File: src/rtl/ld_pkg.sv
// ld_pkg: shared opcode constants, tag width and the load reservation station entry record
package ld_pkg;
    localparam int TAG_W = 6;
    localparam logic [3:0] OP_LD = 4'd4;
    localparam logic [3:0] OP_LDR = 4'd5;
    typedef struct packed {
        logic valid;
        logic [3:0] op;
        logic [15:0] pc;
        logic r0;
        logic [15:0] v0;
        logic r1;
        logic [15:0] v1;
    } entry_t;
endpackage

File: src/rtl/ld_rs_pick.sv
// ld_rs_pick: N-way selector returning the highest-age ready entry, lowest index on ties
module ld_rs_pick #(
    parameter int N = 4,
    parameter int IW = 2
) (
    input  logic [N-1:0]       ready_i,
    input  logic [N-1:0][1:0]  age_i,
    output logic [IW-1:0]      idx_o,
    output logic               hit_o
);
    logic [1:0] best;
    // Only a strictly older entry displaces an earlier pick, so equal ages favour the lower index
    always_comb begin
        idx_o = '0;
        hit_o = 1'b0;
        best = '0;
        for (int i = 0; i < N; i++) begin
            if (ready_i[i] && (!hit_o || age_i[i] > best)) begin
                idx_o = IW'(i);
                hit_o = 1'b1;
                best = age_i[i];
            end
        end
    end
endmodule

File: src/rtl/ld_rs.sv
// ld_rs: four-entry load reservation station with CDB snooping and single-cycle issue pulses; LD_RS_OLDEST_FIRST_EN selects oldest-first issue
module ld_rs
    import ld_pkg::*;
#(
    parameter logic [TAG_W-1:0] BASE_ID = 6'd16,
    parameter int N = 4
) (
    input  logic             clk,
    input  logic             rst,
    input  logic             d_valid,
    input  logic [3:0]       d_op,
    input  logic [15:0]      d_pc,
    input  logic             d_r0,
    input  logic             d_r1,
    input  logic [15:0]      d_v0,
    input  logic [15:0]      d_v1,
    output logic [TAG_W-1:0] free_id,
    output logic             full,
    input  logic             cdb_valid,
    input  logic [TAG_W-1:0] cdb_rs_num,
    input  logic [15:0]      cdb_data,
    input  logic             ld_busy,
    output logic             valid,
    output logic [TAG_W-1:0] rs_num,
    output logic [3:0]       op,
    output logic [15:0]      pc,
    output logic [15:0]      val0,
    output logic [15:0]      val1
);
    localparam int IW = 2;

    entry_t e_q [N];
    entry_t e_d [N];
    logic [N-1:0] rdy;
    logic [N-1:0][1:0] age_w;
    logic [IW-1:0] fidx, pidx;
    logic hit, issue, take, byp0, byp1;
    logic valid_q;
    logic [TAG_W-1:0] rs_num_q;
    logic [3:0] op_q;
    logic [15:0] pc_q, val0_q, val1_q;

    // Lowest free slot and fullness come from pre-edge state only
    always_comb begin
        full = 1'b1;
        fidx = '0;
        for (int i = N - 1; i >= 0; i--) begin
            if (!e_q[i].valid) begin
                full = 1'b0;
                fidx = IW'(i);
            end
        end
    end

    // An entry may issue once both operands are present
    always_comb begin
        for (int i = 0; i < N; i++) rdy[i] = e_q[i].valid && e_q[i].r0 && e_q[i].r1;
    end

    assign free_id = BASE_ID + TAG_W'(fidx);
    assign take = d_valid && !full;
    assign issue = !ld_busy && !valid_q && hit;
    assign byp0 = cdb_valid && !d_r0 && d_v0[TAG_W-1:0] == cdb_rs_num;
    assign byp1 = cdb_valid && !d_r1 && d_op != OP_LD && d_v1[TAG_W-1:0] == cdb_rs_num;

`ifdef LD_RS_OLDEST_FIRST_EN
    logic [N-1:0][1:0] age_q, age_d;
    // New entries start at age 0; every other live entry ages by one per dispatch, saturating
    always_comb begin
        for (int i = 0; i < N; i++) begin
            age_d[i] = age_q[i];
            if (take && fidx == IW'(i)) age_d[i] = 2'd0;
            else if (take && e_q[i].valid && age_q[i] != 2'd3) age_d[i] = age_q[i] + 2'd1;
        end
    end

    // Age register file
    always_ff @(posedge clk or posedge rst) begin
        if (rst) age_q <= '0;
        else age_q <= age_d;
    end
    assign age_w = age_q;
`else
    assign age_w = '0;
`endif

    ld_rs_pick #(.N(N), .IW(IW)) u_pick (
        .ready_i (rdy),
        .age_i   (age_w),
        .idx_o   (pidx),
        .hit_o   (hit)
    );

    // Entry update: CDB capture, free on issue, then dispatch write with same-cycle CDB bypass
    always_comb begin
        for (int i = 0; i < N; i++) begin
            e_d[i] = e_q[i];
            if (cdb_valid && e_q[i].valid && !e_q[i].r0 && e_q[i].v0[TAG_W-1:0] == cdb_rs_num) begin
                e_d[i].r0 = 1'b1;
                e_d[i].v0 = cdb_data;
            end
            if (cdb_valid && e_q[i].valid && !e_q[i].r1 && e_q[i].v1[TAG_W-1:0] == cdb_rs_num) begin
                e_d[i].r1 = 1'b1;
                e_d[i].v1 = cdb_data;
            end
            if (issue && pidx == IW'(i)) e_d[i].valid = 1'b0;
            if (take && fidx == IW'(i)) begin
                e_d[i].valid = 1'b1;
                e_d[i].op = d_op;
                e_d[i].pc = d_pc;
                e_d[i].r0 = d_r0 || byp0;
                e_d[i].v0 = byp0 ? cdb_data : d_v0;
                e_d[i].r1 = d_op == OP_LD || d_r1 || byp1;
                e_d[i].v1 = byp1 ? cdb_data : d_v1;
            end
        end
    end

    // Entry storage and issue bus; valid is a one-cycle pulse since issue requires valid_q low
    always_ff @(posedge clk or posedge rst) begin
        if (rst) begin
            for (int i = 0; i < N; i++) e_q[i] <= '0;
            valid_q <= 1'b0;
            rs_num_q <= '0;
            op_q <= '0;
            pc_q <= '0;
            val0_q <= '0;
            val1_q <= '0;
        end else begin
            for (int i = 0; i < N; i++) e_q[i] <= e_d[i];
            valid_q <= issue;
            if (issue) begin
                rs_num_q <= BASE_ID + TAG_W'(pidx);
                op_q <= e_q[pidx].op;
                pc_q <= e_q[pidx].pc;
                val0_q <= e_q[pidx].v0;
                val1_q <= e_q[pidx].v1;
            end
        end
    end

    assign valid = valid_q;
    assign rs_num = rs_num_q;
    assign op = op_q;
    assign pc = pc_q;
    assign val0 = val0_q;
    assign val1 = val1_q;
endmodule
File: config.mk
export PLATFORM = sky130hd
export DESIGN_NAME = ld_rs
export DESIGN_NICKNAME = d
export VERILOG_FILES = /design/src/rtl/ld_pkg.sv /design/src/rtl/ld_rs_pick.sv /design/src/rtl/ld_rs.sv
export SDC_FILE = /design/constraint.sdc
export NUM_CORES = 1
export LEC_CHECK = 0
export ABC_AREA = 1
export CORE_ASPECT_RATIO = 1.5
export CORE_MARGIN = 2
export CORE_UTILIZATION = 44
export CTS_CLUSTER_SIZE = 25
export DETAILED_ROUTE_END_ITERATION = 16
export DONT_BUFFER_PORTS = 1
export GPL_ROUTABILITY_DRIVEN = 0
export GPL_TIMING_DRIVEN = 0
export HOLD_SLACK_MARGIN = 0.08
export PLACE_DENSITY_LB_ADDON = 0.3
export SYNTH_ARGS = -nofsm -noshare
export SYNTH_HDL_FRONTEND = slang
export SYNTH_SLANG_ARGS = --single-unit
File: constraint.sdc
create_clock -name clk -period 12.67 [get_ports clk]
set_input_delay 0.6335 -clock clk [delete_from_list [all_inputs] [get_ports clk]]
set_output_delay 0.6335 -clock clk [all_outputs]
set_load 0.005 [all_outputs]
==> impl_summary.md <==
Global route
The total grt overflow is 0. The via count of the first global-routing pass is 16,000. The initial antenna violation count is 0. The largest net degree at the start of global routing is 126. The wire length of the first global-routing pass is 94.5 mm. The overall global routing resource usage is 0.335.

Yosys
The fraction of registers with async set or reset after synthesis is 1.00. The mean cell area of the mapped netlist is 7.11 um^2. Yosys instantiated no cell more often than sky130_fd_sc_hd__nand3_1.

Synthesis produced a netlist whose cell count is 2,243. In this run, synthesis inferred 0 flip-flops with an integrated enable. The mapped netlist covers 16,000 um^2. The flop and latch count out of synthesis is 276. The share of synthesized area in the top cell type comes to 0.433.

The prevailing post-synth register cell is sky130_fd_sc_hd__dfrtp_1. The cell accounting for the most synthesized area is sky130_fd_sc_hd__dfrtp_1. By count the netlist is led by 519 x sky130_fd_sc_hd__nand3_1, 477 x sky130_fd_sc_hd__nand2_1, 299 x sky130_fd_sc_hd__nor2_1, 276 x sky130_fd_sc_hd__dfrtp_1, 269 x sky130_fd_sc_hd__inv_1.

After synthesis, the cell types taking the most area are sky130_fd_sc_hd__dfrtp_1 43%, sky130_fd_sc_hd__nand3_1 16%, sky130_fd_sc_hd__nand2_1 11%. Counting distinct cell types in the post-synthesis netlist gives 37. Of the synthesized area, sequential elements account for 0.433. The count of synthesis-stage warnings from yosys is 0.

Placed design
The pre-CTS worst setup slack is 10,320 ps. After detailed placement, the total cell area comes to 16,600 um^2. The estimated wirelength of the detail-placed design is 46.3 mm. The number of port buffers is 0.

Power and ir drop
IR analysis of the VDD net gives a maximum drop of 0.127 mV. The total power per unit cell area is 248 nW/um^2. The total leakage power is 8.96 nW.

Critical path
At the worst endpoint, the arrival time is 2890 ps. STA classifies the critical path startpoint as a flip-flop. The endpoint kind of the worst setup timing path is a flip-flop.

The required time at the worst-slack endpoint is 13,120 ps. The kind of critical path is reg -> reg. The maximum net fanout on the critical path is 10.

Drt
The routed layout has 16,000 vias. The number of vias per cell is 5.75. The remaining antenna violation count after routing is 0. The per-cell routed wire length is 22.8 um. After detailed routing, the number of remaining DRC violations is 0. The final wirelength is 63.4 mm. Before antenna repair, the detailed router went through 6 iterations. The violation count after the first detailed-routing iteration is 1,833.

Clocking
In this run, post-CTS repair resized a total of 0 instances. The number of post-CTS setup repair buffers is 0. The number of hold buffers added after cts is 1. The number of clock sinks seen by CTS is 276. TritonCTS built the clock tree. Buffers inserted during clock tree synthesis total 27.

The number of H-tree branching levels is 1. The deepest clock path buffer count is 3. The clock transition at the registers of the reported paths is 60 ps. The clock latency on the worst-skew pair is 570 ps. The clock tree root buffer cell is sky130_fd_sc_hd__clkbuf_16.

Timing
The number of endpoints failing setup at the final stage is 0. The time the worst path needs with I/O delays and setup is 2440 ps. The highest achievable clock rate is 410 MHz. Measured against its own limit, the worst slew margin works out to 0.356. At the pin with the least slew margin, the transition time is 966 ps.

The post-route setup TNS is 0 ps. The count of endpoints failing hold in the final timing report was 0. The smallest setup slack after layout is 10,230 ps. The share of the clock period used by the worst path is 0.193. Setup repair after global routing left no endpoint under its margin. The worst clock skew is 14.2 ps.

Final hold analysis gives a worst-case slack of 189 ps. The number of max-slew violations in the final report is 0.

Die
The die width is 159 um. In this run the core area contains 85 standard-cell rows. The floorplan die area is 37,800 um^2. The effective utilization at floorplan is 0.445. For this design the top-level I/O count stands at 147. The floorplan step defined a core boundary enclosing 35,800 um^2.

The die outline height is 237 um.

Layout
The layout has 3,668 filler cells. The register cell area after layout is 6910 um^2. The share of layout cells above drive strength 1 is 0.0879. The cell area after layout is 17,400 um^2.

Relative to the synthesized area, the layout overhead comes to 9.33%. In the final layout, the multi-input gates occupy 7260 um^2. The count of nets after finishing is 2,361.

Run status
The run finished with clean final reports.

Flow run
The max capacitance violation total is 0.

Min path
The worst min-delay path category is in -> reg.
## cell families after synthesis
family                    Yosys count  share of synthesized area
xor gates and xnor gates           34                     0.0191
other                               2                   0.000471
buffers and inverters             412                      0.113
and+or+nand+nor                  1374                      0.388
DFF                               276                      0.433
AOI/OAI and AO/OA                 145                     0.0466
## power breakdown
| group | switching, mW | total, mW | internal, mW |
|---|---|---|---|
| logic | 1.34 | 1.94 | 0.600 |
| registers | 0.305 | 1.60 | 1.29 |
| clock network | 0.360 | 0.780 | 0.420 |
## placed cells by master (no fill, tap or decap), types with 22 or more instances in the layout
cell type                   netlist  final
sky130_fd_sc_hd__nand3_1        519    519
sky130_fd_sc_hd__nand2_1        477    477
sky130_fd_sc_hd__nor2_1         299    299
sky130_fd_sc_hd__dfrtp_1        276    276
sky130_fd_sc_hd__inv_1          269    268
sky130_fd_sc_hd__o21ai_0         73     73
sky130_fd_sc_hd__buf_2           61     61
sky130_fd_sc_hd__a21oi_1         48     48
sky130_fd_sc_hd__clkbuf_1        24     37
sky130_fd_sc_hd__clkbuf_16        0     27
sky130_fd_sc_hd__buf_4           26     26
sky130_fd_sc_hd__nand2_4         22     22
## layout make-up
class                   count  share of cell area
multi-input cells        1560               0.417
plain buffers             129              0.0420
inverters                 283              0.0615
flip-flops and latches    276               0.396
diodes                      1            0.000144
clock buffers              41              0.0423
repair buffers              3             0.00373
well taps                 478              0.0343
clock inverters             6             0.00330
## worst paths after layout
path / end / cells past startpoint / startpoint / slack (ps)
worst min-delay path: e_q[209]$_DFFE_PP0P_ / 2 / d_pc[10] / 190
min in group asynchronous: rs_num[4]$_DFFE_PP0P_ / 2 / rst / 570
worst max-delay path: val1[1]$_DFFE_PP0P_ / 9 / e_q[164]$_DFFE_PP0P_ / 10230
max in group asynchronous: e_q[202]$_DFFE_PP0P_ / 4 / rst / 10610
worst max register to register: val1[1]$_DFFE_PP0P_ / 9 / e_q[164]$_DFFE_PP0P_ / 10230
worst min register to register: e_q[146]$_DFFE_PP0P_ / 2 / e_q[146]$_DFFE_PP0P_ / 490
## critical path: stages, from the launching register on
cell                      delay, ps
sky130_fd_sc_hd__dfrtp_1        540
sky130_fd_sc_hd__nand3_1        210
sky130_fd_sc_hd__nand2_1        150
sky130_fd_sc_hd__nor2_2         320
sky130_fd_sc_hd__inv_2          100
sky130_fd_sc_hd__nand3_4        190
sky130_fd_sc_hd__buf_2          430
sky130_fd_sc_hd__nor2_1          80
sky130_fd_sc_hd__nor2_1         230
sky130_fd_sc_hd__nor2_1          70
## registers in the layout (all words and copies together) (netlist names)
signal  count
e_q       220
rs_num      3
pc         16
op          4
valid       1
val1       16
val0       16
## routing by layer
layer / part of all wire / track usage
met3: 0.10 / 0.0872
met5: 0 / 0
met1: 0.33 / 0.358
met4: 0.10 / 0.294
met2: 0.46 / 0.549
## per-stage QoR
stage	power, mW	cells	utilization
2_1_floorplan	2.84	2248	-
3_3_place_gp	3.42	2726	0.462
3_5_place_dp	3.49	2728	0.464
4_1_cts	4.26	2776	0.486
5_1_grt	4.60	2776	0.486
6_report	4.32	2777	0.487
Power figures use the tool's default switching activity.
